**src/rtl/ssd_value_formatter_if.sv**
```systemverilog
// ssd_value_formatter_if: start/busy/done bus carrying a signed value in and per-display 5-bit character codes out
interface ssd_value_formatter_if #(
  parameter int WIDTH  = 16,
  parameter int DIGITS = 6
);
  logic                  start;
  logic [WIDTH-1:0]      value;
  logic                  busy;
  logic                  done;
  logic                  ovf;
  logic [5*DIGITS-1:0]   digit_codes;
  modport master (output start, value, input busy, done, ovf, digit_codes);
  modport slave  (input start, value, output busy, done, ovf, digit_codes);
endinterface

```
**src/rtl/ssd_value_formatter.sv**
```systemverilog
// ssd_value_formatter: double-dabble signed value to SSD codes (clk, reset, bus: start/value in, busy/done/ovf/digit_codes out)
module ssd_value_formatter #(
  parameter int WIDTH  = 16,
  parameter int DIGITS = 6
) (
  input  logic                clk,
  input  logic                reset,
  ssd_value_formatter_if.slave bus
);
  localparam int NB = (WIDTH + 3) / 3;
  localparam int PN = NB > DIGITS ? NB : DIGITS;
  localparam int CW = $clog2(WIDTH + 1);
  localparam logic [4:0] BLANK = 5'h10;
  localparam logic [4:0] MINUS = 5'h0D;
  typedef enum logic [1:0] {IDLE, SHIFT, FORMAT} state_t;
  state_t              state, state_n;
  logic                sign, sign_n, sgn, ovf_n;
  logic [WIDTH-1:0]    mag, mag_n;
  logic [4*NB-1:0]     bcd, bcd_n, adj;
  logic [4*PN-1:0]     bpad;
  logic [CW-1:0]       cnt, cnt_n;
  logic [5*DIGITS-1:0] codes, codes_n;
  logic                ovf, done;
  int                  n;
  assign bus.busy        = state != IDLE;
  assign bus.done        = done;
  assign bus.ovf         = ovf;
  assign bus.digit_codes = codes;
  always_comb begin
    for (int i = 0; i < NB; i++)
      adj[4*i +: 4] = bcd[4*i +: 4] >= 4'd5 ? bcd[4*i +: 4] + 4'd3 : bcd[4*i +: 4];
    bpad = (4*PN)'(bcd);
    n = 1;
    for (int i = 0; i < PN; i++)
      if (bpad[4*i +: 4] != 4'd0) n = i + 1;
    sgn = sign && (bcd != '0);
    ovf_n = n + (sgn ? 1 : 0) > DIGITS;
    for (int i = 0; i < DIGITS; i++)
      codes_n[5*i +: 5] = ovf_n ? MINUS : i < n ? {1'b0, bpad[4*i +: 4]} : (sgn && i == n) ? MINUS : BLANK;
  end
  always_comb begin
    state_n = state;
    sign_n  = sign;
    mag_n   = mag;
    bcd_n   = bcd;
    cnt_n   = cnt;
    case (state)
      IDLE: if (bus.start) begin
        sign_n  = bus.value[WIDTH-1];
        mag_n   = bus.value[WIDTH-1] ? -bus.value : bus.value;
        bcd_n   = '0;
        cnt_n   = CW'(WIDTH);
        state_n = SHIFT;
      end
      SHIFT: begin
        {bcd_n, mag_n} = {adj, mag} << 1;
        cnt_n   = cnt - CW'(1);
        state_n = cnt == CW'(1) ? FORMAT : SHIFT;
      end
      default: state_n = IDLE;
    endcase
  end
  always_ff @(posedge clk) begin
    if (reset) begin
      state <= IDLE;
      sign  <= 1'b0;
      mag   <= '0;
      bcd   <= '0;
      cnt   <= '0;
      codes <= {DIGITS{BLANK}};
      ovf   <= 1'b0;
      done  <= 1'b0;
    end else begin
      state <= state_n;
      sign  <= sign_n;
      mag   <= mag_n;
      bcd   <= bcd_n;
      cnt   <= cnt_n;
      done  <= state == FORMAT;
      if (state == FORMAT) begin
        codes <= codes_n;
        ovf   <= ovf_n;
      end
    end
  end
endmodule

```
**src/flat_wrapper.sv**
```systemverilog
// flat-port wrapper written by rule: the top's interface ports become plain ports
module ssd_value_formatter_flat 
#(
  parameter int WIDTH  = 16,
  parameter int DIGITS = 6
)
  (clk, reset, bus_start, bus_value, bus_busy, bus_done, bus_ovf, bus_digit_codes);
  ssd_value_formatter_if #(.WIDTH(WIDTH), .DIGITS(DIGITS)) bus_i ();
  input  logic clk;
  input  logic reset;
  input wire logic [$bits(bus_i.start)-1:0] bus_start;
  input wire logic [$bits(bus_i.value)-1:0] bus_value;
  output wire logic [$bits(bus_i.busy)-1:0] bus_busy;
  output wire logic [$bits(bus_i.done)-1:0] bus_done;
  output wire logic [$bits(bus_i.ovf)-1:0] bus_ovf;
  output wire logic [$bits(bus_i.digit_codes)-1:0] bus_digit_codes;
  assign bus_i.start = bus_start;
  assign bus_i.value = bus_value;
  assign bus_busy = bus_i.busy;
  assign bus_done = bus_i.done;
  assign bus_ovf = bus_i.ovf;
  assign bus_digit_codes = bus_i.digit_codes;
  ssd_value_formatter #(.WIDTH(WIDTH), .DIGITS(DIGITS)) u_core (.clk(clk), .reset(reset), .bus(bus_i));
endmodule
```
**config.mk**
```make
export PLATFORM = sky130hd
export DESIGN_NAME = ssd_value_formatter_flat
export DESIGN_NICKNAME = d
export VERILOG_FILES = /design/src/rtl/ssd_value_formatter_if.sv /design/src/rtl/ssd_value_formatter.sv /design/src/flat_wrapper.sv
export SDC_FILE = /design/constraint.sdc
export NUM_CORES = 1
export LEC_CHECK = 0
export ABC_AREA = 1
export BUFFER_PORTS_ARGS = -buffer_cell sky130_fd_sc_hd__buf_4
export CAP_MARGIN = 20
export CORE_UTILIZATION = 53
export DETAILED_ROUTE_END_ITERATION = 12
export PLACE_DENSITY = 0.77
export SYNTH_ARGS = -nofsm -noshare
export SYNTH_HDL_FRONTEND = slang
export SYNTH_SLANG_ARGS = --single-unit
```
**constraint.sdc**
```tcl
create_clock -name clk -period 2.1 [get_ports clk]
set_input_delay 0.42 -clock clk [delete_from_list [all_inputs] [get_ports clk]]
set_output_delay 0.42 -clock clk [all_outputs]
set_load 0.01 [all_outputs]
```
== Word-level counts from Yosys, hierarchy flattened ==
Index checks and enable logic that the tools add are counted.

* Register bits: 80
* Bits in latches: 0
* RAM bits: 0
* Memory bits (read-only): 0
* Input port bits: 19
* Memories kept: 0

* Add/sub/neg operators: 9
* Multiply operators: 0
* Div/mod/pow operators: 0
* Magnitude comparators: 13
* Equal/unequal tests: 9
* Shifts and indexed selects: 0
* Muxes and demuxes: 40
* Bitwise operators: 0
* Reduce and logical (&&, ||, !) cells: 19

{| class="wikitable"
|+ Operator list
! operator !! number
|-
| two-way mux 32 bit || 4
|-
| two-way mux 5 bit || 19
|-
| == test 3 x 32 -> 1 bit (first input constant) || 2
|-
| == test 4 x 32 -> 1 bit (first input constant) || 2
|-
| less-than comparator 3 x 32 -> 1 bit (first input constant) || 2
|-
| less-than comparator 4 x 32 -> 1 bit (first input constant) || 2
|-
| case mux 24 bit (2 select lines) || 1
|-
| adder 32 bit || 1
|-
| == test 2 x 32 -> 1 bit (first input constant) || 1
|-
| > comparator 32 x 4 -> 1 bit (second input constant) || 1
|-
| logical NOT 32 bit || 1
|-
| less-than comparator 1 x 32 -> 1 bit (first input constant) || 1
|-
| less-than comparator 2 x 32 -> 1 bit (first input constant) || 1
|-
| two-way mux 16 bit || 2
|-
| case mux 16 bit (2 select lines) || 1
|-
| >= comparator 4 x 3 -> 1 bit (second input constant) || 6
|-
| two-way mux 24 bit || 1
|-
| nonzero test 24 bit || 1
|-
| adder 4 x 2 -> 4 bit (second input constant) || 5
|-
| two-way mux 4 bit || 5
|-
| nonzero test 4 bit || 5
|-
| negation 16 bit || 1
|-
| case mux 5 bit (2 select lines) || 1
|-
| logical AND 1 bit || 7
|-
| 13 further kinds || 17
|}

== Depth between registers and ports, before layout ==
Gate-level depths: netlist of run 1.

* Depth in word-level cells: 11
* Gate-level depth with buffers: 17
* Mapped depth without buffers: 17

== Worst setup path after synthesis of run 1 ==
Ideal clock, no wire load.

* Kind: register to register
* Start point: register u_core.bcd[20]
* End point: register u_core.codes[10], in the netlist u_core.bus.digit_codes[10]
* Data arrival time: 2,176 ps
* Required time: 1,981 ps
* Path slack: -194 ps
* Cell stages (with the launch flop): 17
* Buffers on the path: 1
* Clock period less this slack: 2,294 ps
* Path through: dfxtp_1 > inv_1 > ha_1 > nand3_4 > nor2_4 > nand3_1 > nand2_1 > inv_1 > ha_1 > ha_1 > nand2_1 > inv_1 > nand3_4 > nand2_4 > buf_6 > nor2_1 > nor2_2

* Cells in the longest elaborated chain, start to end: 7
* Elaborated cells on any way between the ends: 13
* Classes of those cells: add/sub: 1; order compare: 2; eq/ne: 1; mux: 5; reduce/logical: 4

{| class="wikitable"
|+ Ends and longest elaborated chain
! what !! line !! text
|-
| from (decl) || ssd_value_formatter.sv:19 || <nowiki>logic [4*NB-1:0] bcd, bcd_n, adj;</nowiki>
|-
| from (signal assigned) || ssd_value_formatter.sv:77 || <nowiki>bcd <= bcd_n;</nowiki>
|-
| parallel branches: the longest is 6 deep, another holds adder 32 bit || n/a ||
|-
| two-way mux 5 bit (*) || ssd_value_formatter.sv:39 || <nowiki>codes_n[5*i +: 5] = ovf_n ? MINUS : i < n ? {1'b0, bpad[4*i +: 4]} : (sgn && i == n) ? MINUS : BLANK;</nowiki>
|-
| to (signal assigned) || ssd_value_formatter.sv:70 || <nowiki>codes <= {DIGITS{BLANK}};</nowiki>
|-
| to (signal assigned) || ssd_value_formatter.sv:81 || <nowiki>codes <= codes_n;</nowiki>
|-
| to (decl) || ssd_value_formatter.sv:22 || <nowiki>logic [5*DIGITS-1:0] codes, codes_n;</nowiki>
|}

Mark *: on every way between the ends.
A chain may end at the register's enable or synchronous reset.

== Worst setup path in the final report of run 1 ==
* Start point: register u_core.bcd[21]
* End point: register u_core.codes[13], in the netlist u_core.bus.digit_codes[13]

The elaborated chain is that of the path after synthesis.

==> run summary, run 1 <==
Antenna violations before repair: 0
Die ar.: 8570 um^2
Post-route clock period utilization: 102%
CP Max Fanout: 5
Dpl cells: 816
Final setup vio count: 1
Flops & latches, synth: 80
Seq/Total Area, Yosys: 36.8%
Crit path capture type: flip-flop
Fraction of layout cells with a size suffix above 1: 28.0%
Top FF cell, synth: dfxtp_1
Die X: 92.6 um
Post-synth top area cell: dfxtp_1
Vias per inst: 5.37
First-pass detailed-route iteration total: 5
Result of the run: finished with violations
Power per Cell Area: 545 nW/um^2
Highest Clock Rate: 465 MHz
Total Routing Usage GR: 27.9%
Clock sink total: 80
Post-route ant nets: 0
Number of distinct library cells after synthesis: 32
WS Path Type: reg2reg
Worst EP required: 2.36 ns
Hold wc startpoint: bus_value[0]
Final #Nets: 780
Maximum vdd drop: 0.422 mV
CP startpoint kind: flip-flop
DRC violations left: 0
FP Rows: 32
Grt total ovfl: 0
CTS max path bufs: 2
Hold Crit Depth: 3
Design Area, Final: 5660 um^2
Clk_skew: 0.0122 ns
# diodes: 0
RSZ-0062 raised after global routing: true
Max_cap viols: 0
Area growth, synth to finish: 30.1%
Clk slew on worst S/H paths: 0.09 ns
Vias in the first global route: 4,039
Vert. Die Dim: 92.6 um
Post-synth EDFFs: 0
Cell area after synthesis: 4350 um^2
FF-to-FF End: u_core.bus.digit_codes[13]$_SDFFE_PP0P_
Post-DP HPWL: 8.06 mm
Dpl cell area: 5160 um^2
Leakage: 2.68 nW
# port buffers: 51
Worst skew pair latency: 0.36 ns
Slew margin rel.: 57.2%
First DRT Iteration DRCs: 306
R2R Setup Slk: -0.05 ns
Crit path DAT: 2.41 ns
Floorplan core area: 7850 um^2
Synth Warn #: 0
WL per Instance: 13.7 um
FF-to-FF Start: u_core.bcd[21]$_SDFFE_PP0P_
Cells after synthesis: 642
CTS tree: built
Worst Tran Pin Value: 0.642 ns
Finished Layout Cells: 849
Total CTS buffers: 9
Largest net degree at the start of global routing: 52
Min-Delay Endpoint: u_core.mag[0]$_SDFFE_PP0P_
IO Count: 52
Final Critical Period: 2.15 ns
First-pass GRT wire length: 19.0 mm
Fin. max-slew vios: 0
Root buf cell: clkbuf_8
Final worst slack: -0.0510 ns
DRT Wirelength: 11.6 mm
Min-delay worst type: in2reg
Via count: 4,555
Post-Syn Nets: 680
Final Hold Viols: 0
Synth area leaders: dfxtp_1 37%, nand2_1 12%, nor2_1 7.4%
R2R depth: 17
Share of the synthesized area in the top cell type: 36.8%
Gpl congestion: 0.942
H-tree depth: 3
Syn avg cell area: 6.77 um^2
CTS Hold Buffers Added: 0
Initial Util: 55.4%
Failing checks: negative setup slack
Async SR Flop Fraction: 0%
==> flip-flops by register name, indices dropped and copies added (netlist names) <==
register	cells
u_core.cnt	5
u_core.bus.done	1
u_core.sign	1
u_core.state	2
u_core.bus.digit_codes	30
u_core.bus.ovf	1
u_core.bcd	24
u_core.mag	16
==> kinds of logic (layout without fill, tap and decap cells) <==
family / Yosys count / in the layout / share of synthesized area, %
AND/OR/NAND/NOR: 297 / 298 / 29.9
AO/OA/AOI/OAI: 131 / 131 / 16.4
buffers and inverters: 105 / 209 / 9.41
flip-flops: 80 / 80 / 36.8
adder cells (fa/ha/maj): 19 / 19 / 5.47
XOR/XNOR: 10 / 10 / 2.02
==> what timing repair did <==
action / in CTS / in global routing
endpoints found under the setup margin: 25 / 28
buffers inserted: 8 / 7
pin swaps: 14 / 23
gates cloned: 1 / 1
resized for setup: 30 / 22
==> power breakdown <==
group	leakage [nW]	internal, W	switching (W)
sequential	0.654	0.00157	0.0000373
clock	0.0859	0.000474	0.000596
combinational	1.94	0.000146	0.000256
==> cell usage after synthesis, types with 2 or more instances <==
library cell and n:
dfxtp_1 80, a21oi_1 60, ha_1 19, nor2_1 86, o21ai_0 45, nor4_1 2
o211ai_1 4, nor2_2 5, xor2_1 9, inv_2 12, clkbuf_1 17, nand3_2 2
inv_1 69, nand2_2 2, nand2_1 138, nand3_1 42, a22oi_1 6, buf_2 6
nand3b_1 2, nand4_1 12, o32ai_1 2, o21ai_1 7, nand3_4 3, o221ai_1 4
==> worst max path at each step <==
stage	start	end	slack, ns	depth (start not counted)
6_report	u_core.bcd[21]$_SDFFE_PP0P_	u_core.bus.digit_codes[13]$_SDFFE_PP0P_	-0.05	17
5_1_grt	u_core.bcd[21]$_SDFFE_PP0P_	u_core.bus.digit_codes[13]$_SDFFE_PP0P_	-0.12	17
4_1_cts	u_core.bcd[20]$_SDFFE_PP0P_	u_core.bus.digit_codes[28]$_SDFFE_PP0P_	0.01	16
3_5_place_dp	u_core.bcd[5]$_SDFFE_PP0P_	u_core.bus.digit_codes[20]$_SDFFE_PP0P_	-0.11	17
3_3_place_gp	u_core.bcd[5]$_SDFFE_PP0P_	u_core.bus.digit_codes[23]$_SDFFE_PP0P_	-0.07	17
2_1_floorplan	u_core.bcd[13]$_SDFFE_PP0P_	u_core.bus.digit_codes[2]$_SDFFE_PP0P_	0.01	16
==> critical path: stages, from the launching register on <==
cell	delay, ns
dfxtp_2	0.34
inv_2	0.07
ha_4	0.14
nand3_4	0.11
nor2_4	0.13
nand3_2	0.08
nand2_1	0.08
inv_2	0.05
ha_4	0.16
ha_4	0.16
inv_2	0.05
nand3_2	0.08
nand3_4	0.13
buf_4	0.14
nand2_4	0.06
buf_4	0.13
nor2_2	0.11
nor2_2	0.04
==> cell usage in the layout (no fill, tap or decap), types with 2 or more instances in the layout <==
| cell type | count |
|---|---|
| dfxtp_2 | 9 |
| clkinvlp_4 | 3 |
| o32ai_1 | 2 |
| a21oi_1 | 60 |
| inv_2 | 24 |
| o211ai_1 | 4 |
| nand3_4 | 5 |
| xor2_1 | 9 |
| nand3_2 | 4 |
| a22oi_1 | 6 |
| ha_4 | 7 |
| nand2_2 | 5 |
| dfxtp_1 | 71 |
| nand3_1 | 38 |
| nor4_1 | 2 |
| ha_1 | 12 |
| inv_6 | 3 |
| nand4_1 | 12 |
| nor2_4 | 5 |
| nand2_1 | 135 |
| o21ai_0 | 43 |
| clkbuf_8 | 10 |
| nor2_2 | 9 |
| o21ai_2 | 8 |
| nand3b_1 | 2 |
| buf_4 | 107 |
| o221ai_1 | 4 |
| nor2_1 | 78 |
| inv_1 | 56 |
| buf_6 | 4 |
==> through the flow <==
stage,power (W),util [%],setup WS [ns],hold slack [ns],TNS [ns]
floorplan,0.00190,-,0.00966,0.440,0
global placement,0.00202,65.8,-0.0705,0.433,-0.865
detailed placement,0.00203,65.8,-0.110,0.439,-1.65
CTS,0.00309,70.5,0.0146,0.325,0
global route,0.00322,72.1,-0.120,0.320,-1.34
finish,0.00308,72.1,-0.0510,0.330,-0.0510
==> metal layers <==
metal | routed length (um) | GRT usage (%) | up-vias
met5 | 0 | 0 | -
met4 | 121 | 7.29 | 0
met3 | 578 | 4.43 | 12
met2 | 5310 | 44.0 | 125
met1 | 5590 | 39.4 | 2128
li1 | - | - | 2290
==> area by class of cell <==
| cell class | count | area (um^2) |
|---|---|---|
| Timing Repair inverter | 1 | 6.26 |
| Tap cell | 102 | 128 |
| Clock inverter | 6 | 48.8 |
| Fill cell | 623 | 2190 |
| Inverter | 81 | 312 |
| Sequential cell | 80 | 1610 |
| Clock buffer | 10 | 138 |
| Multi-Input combinational cell | 458 | 2560 |
| Timing Repair Buffer | 111 | 848 |
(Power assumes the default switching activity.)
==> inputs of run 2 (changes only) <==
- CAP_MARGIN: 20 -> 25
- CORE_UTILIZATION: 53 -> 58
- PLACE_DENSITY: 0.77 -> 0.79
- clock period: 2.1 -> 2.3 ns (I/O delays scaled with it)
==> run 2 against run 1 <==
- the flow now finishes without violations
- sequential share of layout area up 1.0 points
- non-clock buffer count fell by 20
- combinational power decreased by 11%
- setup slack gained 0.15 ns
- via count fell by 1.5%
- maximum frequency decreased by 2.2%
==> run summary, run 2 (synthesis gave the netlist of run 1 again) <==
Min-delay worst type: in2reg (unchanged)
Clk_skew: 0.0117 ns (was 0.0122 ns)
# port buffers: 51 (unchanged)
Util after Layout: 75.1% (was 72.1%)
CP Max Fanout: 5 (unchanged)
Die X: 88.6 um (was 92.6 um)
Crit path DAT: 2.49 ns (was 2.41 ns)
Initial Util: 59.9% (was 55.4%)
Antenna violations before repair: 0 (unchanged)
Total CTS buffers: 9 (unchanged)
Vias in the first global route: 3,739 (was 4,039)
Clk slew on worst S/H paths: 0.09 ns (about the same)
Total Routing Usage GR: 28.8% (was 27.9%)
Result of the run: finished, final reports clean (was finished with violations)
IO Count: 52 (unchanged)
Largest net degree at the start of global routing: 35 (was 52)
Post-DP HPWL: 7.73 mm (was 8.06 mm)
Slew margin rel.: 60.6% (was 57.2%)
Root buf cell: clkbuf_8 (unchanged)
Fin. max-slew vios: 0 (unchanged)
Hold wc startpoint: bus_value[0] (unchanged)
Top delay family on crit path: simple AND/OR/NAND/NOR gates (unchanged)
CTS Hold Buffers Added: 0 (unchanged)
R2R depth: 12 (was 17)
Worst Tran Pin Value: 0.591 ns (was 0.642 ns)
Leakage: 2.57 nW (was 2.68 nW)
Power per Cell Area: 519 nW/um^2 (was 545 nW/um^2)
Post-route clock period utilization: 95.6% (was 102%)
Floorplan core area: 7250 um^2 (was 7850 um^2)
Most common cell after layout, fill and taps aside: nand2_1 (unchanged)
First DRT Iteration DRCs: 402 (was 306)
Crit-path max cell delay: 0.36 ns (was 0.34 ns)
CTS max path bufs: 2 (unchanged)
Final #Nets: 760 (was 780)
Power Total: 0.00282 W (was 0.00308 W)
Grt total ovfl: 0 (unchanged)
Vert. Die Dim: 88.6 um (was 92.6 um)
Worst skew pair latency: 0.36 ns (about the same)
Storage cell area: 1610 um^2 (about the same)
Worst EP required: 2.59 ns (was 2.36 ns)
Finished Layout Cells: 825 (was 849)
Setup TNS: 0 ns (was -0.0510 ns)
Via count: 4,486 (was 4,555)
Fillcell total: 557 (was 623)
FF-to-FF End: u_core.bus.digit_codes[26]$_SDFFE_PP0P_ (was u_core.bus.digit_codes[13]$_SDFFE_PP0P_)
CP max stage cell: a21oi_2 (was dfxtp_2)
Fraction of layout cells with a size suffix above 1: 23.8% (was 28.0%)
Final Critical Period: 2.20 ns (was 2.15 ns)
Min-Delay Endpoint: u_core.mag[0]$_SDFFE_PP0P_ (unchanged)
CP startpoint kind: flip-flop (unchanged)
Post-route ant nets: 0 (unchanged)
Worst path cell trace: inv_2, ha_4, nand3_4, nor2_4, nand3_2, nand2_2, inv_2, ha_4, a21oi_2, buf_4, nand4_1, a21oi_2 (was inv_2, ha_4, nand3_4, nor2_4, nand3_2, nand2_1, inv_2, ha_4, ha_4, inv_2, nand3_2, nand3_4, buf_4, nand2_4, buf_4, nor2_2, nor2_2)
Area growth, synth to finish: 25.3% (was 30.1%)
WS Path Type: reg2reg (unchanged)
Multi-input logic area: 2510 um^2 (was 2560 um^2)
R2R Setup Slk: 0.10 ns (was -0.05 ns)
FF-to-FF Start: u_core.bcd[13]$_SDFFE_PP0P_ (was u_core.bcd[21]$_SDFFE_PP0P_)
Clock sink total: 80 (unchanged)
Highest Clock Rate: 455 MHz (was 465 MHz)
Worst Path Buf+Inv: 3 (was 5)
Max_cap viols: 0 (unchanged)
Vias per inst: 5.44 (was 5.37)
Final Hold Viols: 0 (unchanged)
Hold Crit Depth: 3 (unchanged)
Flip-flop count of the largest register after layout: 30 (unchanged)
Die ar.: 7840 um^2 (was 8570 um^2)
First-pass GRT wire length: 17.5 mm (was 19.0 mm)
Gpl congestion: 0.968 (was 0.942)
DRC violations left: 0 (unchanged)
H-tree depth: 3 (unchanged)
WL per Instance: 13.8 um (was 13.7 um)
FP Rows: 31 (was 32)
Most frequent cells in the layout: 135 x nand2_1, 89 x buf_4, 83 x nor2_1 (was 135 x nand2_1, 107 x buf_4, 78 x nor2_1)
DRT Wirelength: 11.4 mm (was 11.6 mm)
Final setup vio count: 0 (was 1)
CTS tree: built (unchanged)
Maximum vdd drop: 0.337 mV (was 0.422 mV)
# diodes: 0 (unchanged)
First-pass detailed-route iteration total: 5 (unchanged)
Crit path capture type: flip-flop (unchanged)
Launch point of the worst path: u_core.bcd[13]$_SDFFE_PP0P_ (was u_core.bcd[21]$_SDFFE_PP0P_)
Dpl cells: 801 (was 816)
-- run 2: cell types whose count changed in the layout (fill, tap and decap cells not counted), sizes merged --
cell,change
inv,-3
clkbuf,-1
clkinvlp,-2
buf,-20
bufinv,+1
clkinv,+4
-- run 2: layout make-up --
type / instances / area share [%]
flip-flops and latches: 80 / 29.5
clock buffers: 9 / 2.27
multi-input cells: 458 / 46.1
repair buffers: 91 / 12.8
inverters: 81 / 5.72
well taps: 99 / 2.27
clock inverters: 6 / 1.13
repair inverters: 1 / 0.115
-- run 2: report_power, final --
| part | leakage, nW | internal [W] | switching [W] |
|---|---|---|---|
| combinational | 1.83 | 0.000130 | 0.000229 |
| sequential | 0.652 | 0.00144 | 0.0000338 |
| clock | 0.0948 | 0.000491 | 0.000507 |
-- run 2: worst max path at each step --
stage / cells after the start / slack (ns) / to
finish: 12 / 0.10 / u_core.bus.digit_codes[26]$_SDFFE_PP0P_
global route: 12 / -0.03 / u_core.bus.digit_codes[26]$_SDFFE_PP0P_
CTS: 15 / 0.01 / u_core.bus.digit_codes[26]$_SDFFE_PP0P_
detailed placement: 17 / -0.05 / u_core.bus.digit_codes[15]$_SDFFE_PP0P_
global placement: 17 / 0.05 / u_core.bus.digit_codes[8]$_SDFFE_PP0P_
floorplan: 16 / 0.006 / u_core.bus.digit_codes[10]$_SDFFE_PP0P_
-- run 2: tightest hold or removal path, stage by stage --
cell     delay, ns
buf_4         0.11
nand2_1       0.05
a21oi_1       0.06
-- run 2: routing by layer --
| layer | global-route usage [%] | wire [um] | vias up | share of wire (%) |
|---|---|---|---|---|
| met4 | 10.3 | 206 | 0 | 1.8 |
| met1 | 41.7 | 5430 | 2056 | 48 |
| met3 | 4.01 | 600 | 23 | 5.3 |
| li1 | - | - | 2252 | - |
| met2 | 43.6 | 5120 | 155 | 45 |
| met5 | 0 | 0 | - | 0 |
-- run 2: stage by stage --
stage,hold WS (ns),setup WS [ns],cell area (um^2)
final,0.376,0.101,5450
after global routing,0.377,-0.0349,5450
after CTS,0.365,0.0132,5230
after detailed placement,0.439,-0.0515,5000
after global placement,0.431,0.0494,5000
after floorplan,0.440,0.00550,4350
-- run 2: timing repair --
item | CTS | global route
hold endpoints to repair | 0 | 0
cloned | 0 | 2
resized for setup | 11 | 44
pin swaps | 3 | 11
buffers inserted | 0 | 7
endpoints found under the setup margin | 11 | 29
